### config.mk
export PLATFORM = sky130hd
export DESIGN_NAME = multi_lane_serializer
export DESIGN_NICKNAME = d
export VERILOG_FILES = /design/src/rtl/serializer_pkg.sv /design/src/rtl/prbs7_word_gen.sv /design/src/rtl/multi_lane_serializer.sv
export SDC_FILE = /design/constraint.sdc
export NUM_CORES = 1
export LEC_CHECK = 0
export CAP_MARGIN = 0
export CORE_ASPECT_RATIO = 0.8
export CORE_MARGIN = 1
export CORE_UTILIZATION = 40
export CTS_CLUSTER_DIAMETER = 60
export DETAILED_ROUTE_END_ITERATION = 8
export PLACE_DENSITY = 0.7
export SLEW_MARGIN = 20
export SYNTH_ARGS = -nofsm -noshare
export SYNTH_HDL_FRONTEND = slang
export SYNTH_SLANG_ARGS = --single-unit
### constraint.sdc
create_clock -name bitCK -period 2.9 [get_ports bitCK]
set_clock_uncertainty 0.15 [all_clocks]
set_input_delay 0.29 -clock bitCK [delete_from_list [all_inputs] [get_ports bitCK]]
set_output_delay 0.29 -clock bitCK [all_outputs]
set_load 0.02 [all_outputs]
### src/rtl/serializer_pkg.sv
// -----------------------------------------------------------------------------
// serializer_pkg
// Shared definitions for the multi-lane word serializer:
//   - default-configuration slot count N and slot-counter width CNTW
//   - calc_cntw(): counter width for an arbitrary slot count, max(1, $clog2(n))
//   - PRBS7 (x^7 + x^6 + 1) seed and tap positions for the idle generator
//   - bit-order encoding of the msbFirst input
// Related build macro: SER_IDLE_PRBS_EN (see multi_lane_serializer).
// -----------------------------------------------------------------------------
package serializer_pkg;

    // Default configuration: one 8-bit word on a single lane.
    localparam int SER_WORDWIDTH = 8;
    localparam int SER_LANES     = 1;

    // Width of a counter that must hold the values 0 .. n-1.
    // Never narrower than one bit, so N == 1 still gets a real register.
    function automatic int calc_cntw(input int n);
        return (n <= 1) ? 1 : $clog2(n);
    endfunction

    localparam int N    = SER_WORDWIDTH / SER_LANES;
    localparam int CNTW = calc_cntw(N);

    // PRBS7, x^7 + x^6 + 1. The state holds the last seven generated bits,
    // index 0 being the newest, so taps 6 and 5 are the bits produced seven
    // and six steps ago.
    localparam int             PRBS7_LEN    = 7;
    localparam logic [6:0]     PRBS7_SEED   = 7'h7F;
    localparam int             PRBS7_TAP_HI = 6;
    localparam int             PRBS7_TAP_LO = 5;

    // Encoding of msbFirst.
    typedef enum logic {
        ORDER_LSB = 1'b0,
        ORDER_MSB = 1'b1
    } bit_order_e;

endpackage : serializer_pkg

### src/rtl/prbs7_word_gen.sv
// -----------------------------------------------------------------------------
// prbs7_word_gen
// Produces WIDTH consecutive PRBS7 (x^7 + x^6 + 1) bits in parallel. Bit i of
// 'word' is the i-th bit the sequence generates after the current state; when
// 'advance' is high the state jumps forward by WIDTH steps at the clock edge.
// Seeded with PRBS7_SEED on reset.
// Ports:
//   clk      in   1      clock
//   reset    in   1      synchronous, active-high reset
//   advance  in   1      consume the current word and step WIDTH bits ahead
//   word     out  WIDTH  next WIDTH PRBS bits, bit 0 generated first
// -----------------------------------------------------------------------------
module prbs7_word_gen
    import serializer_pkg::*;
#(
    parameter int WIDTH = 8
) (
    input  logic             clk,
    input  logic             reset,
    input  logic             advance,
    output logic [WIDTH-1:0] word
);

    logic [PRBS7_LEN-1:0] state;
    logic [PRBS7_LEN-1:0] state_next;
    logic [PRBS7_LEN-1:0] walk;

    // Unroll WIDTH single-bit LFSR steps into one combinational cloud.
    // NOTE: blocking assignments are deliberate here; each loop iteration must
    // see the state left by the previous one, exactly like a software loop.
    always_comb begin
        walk = state;
        word = '0;
        for (int i = 0; i < WIDTH; i++) begin
            word[i] = walk[PRBS7_TAP_HI] ^ walk[PRBS7_TAP_LO];
            walk    = {walk[PRBS7_LEN-2:0], word[i]};
        end
        state_next = walk;
    end

    always_ff @(posedge clk) begin
        if (reset) begin
            state <= PRBS7_SEED;
        end else if (advance) begin
            state <= state_next;
        end
    end

endmodule : prbs7_word_gen

### src/rtl/multi_lane_serializer.sv
// -----------------------------------------------------------------------------
// multi_lane_serializer
// Splits each WORDWIDTH-bit word across LANES serial outputs, one LANES-bit
// slice per bitCK, N = WORDWIDTH/LANES slots per word. Words are taken with a
// valid/ready handshake at word boundaries; when nothing is offered an idle
// word is sent instead. Bit order (LSB or MSB first) is latched per word.
//
// Build macro SER_IDLE_PRBS_EN:
//   defined   - idle words come from an internal PRBS7 (seed 7'h7F) that
//               advances WORDWIDTH bits per idle word; idleWord is ignored
//   undefined - idle words are taken from idleWord; no PRBS logic exists
//
// Ports:
//   bitCK       in   1          serial bit clock, the only clock
//   reset       in   1          synchronous, active-high reset
//   enable      in   1          clock enable; all state holds while low
//   din         in   WORDWIDTH  parallel data word
//   din_valid   in   1          din is offered
//   din_ready   out  1          din is taken this cycle (when din_valid)
//   msbFirst    in   1          0 = LSB first, 1 = MSB first; used at load
//   idleWord    in   WORDWIDTH  filler word when no data is offered
//   sout        out  LANES      serial slice, lane k = bit k of the slice
//   wordStart   out  1          first slot of every word on sout
//   wordIsIdle  out  1          all slots of an idle word
// -----------------------------------------------------------------------------
module multi_lane_serializer
    import serializer_pkg::*;
#(
    parameter int WORDWIDTH = 8,
    parameter int LANES     = 1
) (
    input  logic                 bitCK,
    input  logic                 reset,
    input  logic                 enable,
    input  logic [WORDWIDTH-1:0] din,
    input  logic                 din_valid,
    output logic                 din_ready,
    input  logic                 msbFirst,
    input  logic [WORDWIDTH-1:0] idleWord,
    output logic [LANES-1:0]     sout,
    output logic                 wordStart,
    output logic                 wordIsIdle
);

    localparam int              NSLOT     = WORDWIDTH / LANES;
    localparam int              CW        = calc_cntw(NSLOT);
    localparam logic [CW-1:0]   LAST_SLOT = CW'(NSLOT - 1);

    if ((LANES < 1) || ((WORDWIDTH % LANES) != 0)) begin : g_bad_cfg
        $error("multi_lane_serializer: WORDWIDTH must be a multiple of LANES");
    end

    logic [CW-1:0]        cnt;        // slot index of the word now on sout
    logic [WORDWIDTH-1:0] r;          // shift register, output slice at one end
    bit_order_e           mode;       // bit order latched at load
    logic                 idle_q;     // word on sout is an idle word
    logic                 primed;     // a word has been loaded since reset
    logic [WORDWIDTH-1:0] idle_src;
    logic                 at_boundary;
    logic                 load;
    logic                 transfer;

    // The last slot of a word doubles as the load slot, so the next word
    // follows without a gap. Reset parks cnt there: the first enabled edge
    // after reset loads.
    assign at_boundary = (cnt == LAST_SLOT);
    assign load        = enable & at_boundary;
    assign din_ready   = enable & ~reset & at_boundary;
    assign transfer    = din_valid & din_ready;

`ifdef SER_IDLE_PRBS_EN
    logic unused_idle_word;
    assign unused_idle_word = ^idleWord;

    // Advances only when an idle word is actually consumed.
    prbs7_word_gen #(
        .WIDTH   (WORDWIDTH)
    ) u_prbs (
        .clk     (bitCK),
        .reset   (reset),
        .advance (load & ~transfer),
        .word    (idle_src)
    );
`else
    assign idle_src = idleWord;
`endif

    // NOTE: the shift register is reset like any other flop (it is not a
    // memory array) because sout is read straight from it and must be 0
    // after reset.
    always_ff @(posedge bitCK) begin
        if (reset) begin
            cnt    <= LAST_SLOT;
            r      <= '0;
            mode   <= ORDER_LSB;
            idle_q <= 1'b0;
            primed <= 1'b0;
        end else if (load) begin
            cnt    <= '0;
            mode   <= bit_order_e'(msbFirst);
            primed <= 1'b1;
            if (transfer) begin
                r      <= din;
                idle_q <= 1'b0;
            end else begin
                r      <= idle_src;
                idle_q <= 1'b1;
            end
        end else if (enable) begin
            cnt <= cnt + CW'(1);
            // Shift toward the output end; zeros fill the vacated bits.
            if (mode == ORDER_MSB) begin
                r <= r << LANES;
            end else begin
                r <= r >> LANES;
            end
        end
    end

    // NOTE: sout gets its default before the mode test so no path through
    // the block leaves it unassigned, which would infer a latch.
    always_comb begin
        sout = r[LANES-1:0];
        if (mode == ORDER_MSB) begin
            sout = r[WORDWIDTH-1 -: LANES];
        end
    end

    // primed keeps wordStart low after reset when N == 1 (cnt is 0 there).
    assign wordStart  = primed & (cnt == '0);
    assign wordIsIdle = idle_q;

endmodule : multi_lane_serializer

# ---- Word level (Yosys, flattened, before mapping)
# Index checks and enable logic that the tools add are counted.
dict set report classes {
  magnitude_cmp 0
  n_div 0
  n_mul 0
  n_shift 0
  add_sub_neg 1
  n_bitwise 6
  reduce_logical 2
  n_eq_ne 1
  muxes 8
}
# cell n
set op_table {}
lappend op_table {{$mux 8} 4}
lappend op_table {{$mux 3} 2}
lappend op_table {{$and 1x1->1} 5}
lappend op_table {{$add 3x1->3 const B} 1}
lappend op_table {{$eq 3x3->1 const B} 1}
lappend op_table {{$logic_not 3->1} 1}
lappend op_table {{$mux 1} 2}
lappend op_table {{$reduce_bool 2->1} 1}
lappend op_table {{$not 1->1} 1}
dict set report totals {
  in_bits 21
  latchBits 0
  regBits 14
  out_inout_bits 4
  mem_count 0
  ram_bits 0
  wordCells 23
  mem_bits_ro 0
}

# ---- Logic depth before layout (Yosys ltp)
dict set report logic_depth {
  word_depth 6
  ltp_mapped 7
  depth_no_buf 6
}

# ---- Worst setup path before layout
# OpenSTA, ideal clock, no wires.
dict set report synth_path {
  kind {reg2out}
  from {reg cnt[0]}
  to {out din_ready}
  t_required_ns 2.460
  n_path_buf 1
  path_slack_ns 1.101
  stages_incl_launch_ff 6
  arrival_time_ns 1.359
  cell_sequence {dfxtp_1 > ha_1 > ha_1 > clkbuf_1 > nand2_1 > nor2_1}
}
dict set report synth_via {
  elab_chain_cells 2
}
# element line_no
set synth_rtl {}
lappend synth_rtl {{from (decl)} multi_lane_serializer.sv:53} ;# logic [CW-1:0] cnt;
lappend synth_rtl {{from (signal assigned)} multi_lane_serializer.sv:110} ;# cnt <= cnt + CW'(1);
lappend synth_rtl {{$eq 3x3->1} multi_lane_serializer.sv:66} ;# assign at_boundary = (cnt == LAST_SLOT);
lappend synth_rtl {{$and 1x1->1} multi_lane_serializer.sv:68} ;# assign din_ready = enable & ~reset & at_boundary;
lappend synth_rtl {{to (decl)} multi_lane_serializer.sv:37} ;# output logic din_ready,
# No other way between the ends.

# ---- Worst setup path in the final report
# Same ends and word-level chain as after synthesis.

==> results.json <==
{
  "cts_tree": "built",
  "first_pass_iters": 4,
  "critPathTopFamily": "buffers and inverters",
  "maxSlewHeadroom_pct": 77.3,
  "min_period_over_period_pct": 77.6,
  "grt-ovfl-total": 0,
  "hold_buffers": 0,
  "swShare_pct": 29.4,
  "drt_iter0_markers": 17,
  "path_clk_slew_ns": 0.07,
  "status": "finished clean",
  "p_seq_share_pct": 47.3,
  "dpl.cell_count": 143,
  "critical_path_depth": 5,
  "yosysSeqAreaShare_pct": 33.2,
  "total_power_uw": 469,
  "fin_nets": 148,
  "worst_path_largest_cell_delay_ns": 0.61,
  "clkLatencyLatePin_ns": 0.28,
  "path_buf_inv": 1,
  "portBuffers": 24,
  "core_area_um2": 1930,
  "p_leak_nw": 0.454,
  "criticalPathCategory": "flop to output port",
  "p_comb_share_pct": 29.1,
  "n_antenna_cell": 0,
  "io_pins": 25,
  "start_util_pct": 43.8,
  "cts_root_buffer": "clkbuf_4",
  "netlist_instances": 99,
  "place_congestion": 0.802,
  "wl_per_cell_um": 12.2,
  "slowest_stage": "clkdlybuf4s50_1",
  "htreeDepth": 1,
  "clockBufferDepth": 2,
  "crit_chain": "ha_1 -> ha_1 -> nand2_1 -> nor2_1 -> clkdlybuf4s50_1",
  "ir_drop_mv": 0.345,
  "syn_area_per_cell_um2": 8.53,
  "power_switching_uw": 138,
  "final_antenna_net_count": 0,
  "track_usage_pct": 18.3,
  "dieArea_um2": 2300,
  "place_ws_ns": 0.812,
  "start_kind": "flop",
  "postCtsSetupBuffers": 0,
  "synth_nets": 123,
  "yosys_warnings": 0,
  "vias_per_cell": 5.29,
  "clockPowerShare_pct": 23.6,
  "cts_resized": 0,
  "drv_slew": 0,
  "drv_cap": 0,
  "layout_common_cells": "clkdlybuf4s50_1 (24), dfxtp_1 (14), nor2_1 (12), nand2_1 (8), a21oi_1 (7)",
  "p_per_area_nw_per_um2": 421,
  "area_growth_pct": 31.9,
  "synth.distinct_cells": 31,
  "grt_max_degree": 21,
  "period_needed_ns": 2.25,
  "internal-power_uw": 331,
  "antenna_found_initial": 0,
  "vias": 772,
  "ys_ff_latch": 14,
  "grt_pass1_wl_um": 2990,
  "grt_pass1_vias": 641,
  "drcViolationCount": 0,
  "fin_ws_ns": 0.649,
  "die_w_um": 53.4,
  "mappedNetlistArea_um2": 845,
  "holdPathStages": 2,
  "max_slew.worst_pin.slew_ns": 0.340,
  "min_path_type": "flop to flop",
  "cp.arrival_ns": 1.81,
  "stdcell_count": 146,
  "tns_ns": 0,
  "cts_made_buffers": 3,
  "dp_hpwl_um": 1260,
  "reg2reg_depth": 6,
  "hold_violations": 0,
  "drt_wl_total_um": 1790,
  "fill_cells": 186,
  "critPathRequiredTime_ns": 2.46,
  "clock.fmax_mhz": 444,
  "placementRows": 14,
  "cts_num_sinks": 14,
  "crit_path_end_kind": "output port",
  "drive_gt1_share_pct": 9.84,
  "setup_violations": 0,
  "layout_commonest_cell": "clkdlybuf4s50_1",
  "rsz0062_at_grt": "false",
  "worst-path-max-fanout": 4,
  "crit_top_cell": "ha_1",
  "die_y_um": 43.1
}
kinds of logic after synthesis:
group                    count (synthesis)  share of synthesized area (%)
adder cells (fa/ha/maj)                  3                           4.44
multiplexers                             9                           12.0
flip-flops                              14                           33.2
AND/OR/NAND/NOR                         35                           21.3
buffers and inverters                   11                           7.70
AO/OA/AOI/OAI                           27                           21.3
cell usage after synthesis, drive strengths merged:
cell | instances | area share, %
a211o | 3 | 3.1
a211oi | 4 | 3.6
a21oi | 8 | 5.2
a311oi | 3 | 3.1
a31oi | 3 | 2.2
and3b | 1 | 1.0
buf | 4 | 4.6
clkbuf | 4 | 1.8
dfxtp | 14 | 33
ha | 3 | 4.4
inv | 3 | 1.3
mux2 | 3 | 4.9
mux2i | 6 | 7.1
nand2 | 8 | 3.6
nand2b | 5 | 4.6
nand3 | 1 | 0.59
nand3b | 2 | 1.8
nor2 | 12 | 5.3
nor2b | 4 | 3.0
nor3 | 1 | 0.59
nor3b | 1 | 0.89
o21a | 1 | 0.89
o21ai | 4 | 2.4
o31ai | 1 | 0.89
routing by layer:
layer / share of wire, % / GRT usage (%)
met5: 0 / 0
met4: 0.78 / 4.74
met3: 5.8 / 6.45
met2: 41 / 24.3
met1: 53 / 27.2
final cells by class:
class	instances	area [µm²]	share of cell area, %
clock buffers	3	22.5	2.02
repair buffers	28	270	24.3
flip-flops and latches	14	280	25.2
well taps	24	30.0	2.70
inverters	3	11.3	1.01
multi-input cells	74	499	44.8
power groups by stage:
stage | logic [mW] | clock network, mW | registers [mW]
finish | 0.136 | 0.111 | 0.222
global route | 0.151 | 0.126 | 0.225
CTS | 0.137 | 0.112 | 0.222
detailed placement | 0.135 | 0 | 0.226
global placement | 0.134 | 0 | 0.226
floorplan | 0.0882 | 0 | 0.224
sequential cells by signal, summed over array words and instances (netlist names):
| signal | cells |
|---|---|
| r | 8 |
| cnt | 3 |
| mode | 1 |
| primed | 1 |
| wordIsIdle | 1 |
metrics by stage:
step | area [µm²] | utilization (%) | hold WS [ns]
global route | 1110 | 57.8 | 0.364
global placement | 1090 | 56.6 | 0.294
floorplan | 845 | - | 0.280
detailed placement | 1090 | 56.6 | 0.312
CTS | 1110 | 57.8 | 0.332
finish | 1110 | 57.8 | 0.326
worst paths after layout:
| path | to | startpoint | slack [ns] |
|---|---|---|---|
| setup / recovery | din_ready | cnt[0]$_SDFFE_PP1P_ | 0.65 |
| hold reg to reg | primed$_SDFFE_PP0P_ | primed$_SDFFE_PP0P_ | 0.33 |
| hold / removal | primed$_SDFFE_PP0P_ | primed$_SDFFE_PP0P_ | 0.33 |
| setup reg to reg | r[5]$_SDFFE_PP0P_ | cnt[0]$_SDFFE_PP1P_ | 1.10 |
worst register-to-register path: cells and delay by family (launching register included):
kind / cells / cell delay [ns]
buffers and inverters: 1 / 0.23
AO/OA/AOI/OAI: 2 / 0.38
adder cells (fa/ha/maj): 2 / 0.32
flip-flops: 1 / 0.39
AND/OR/NAND/NOR: 1 / 0.24
No activity file was read; power rests on OpenSTA's default activity.
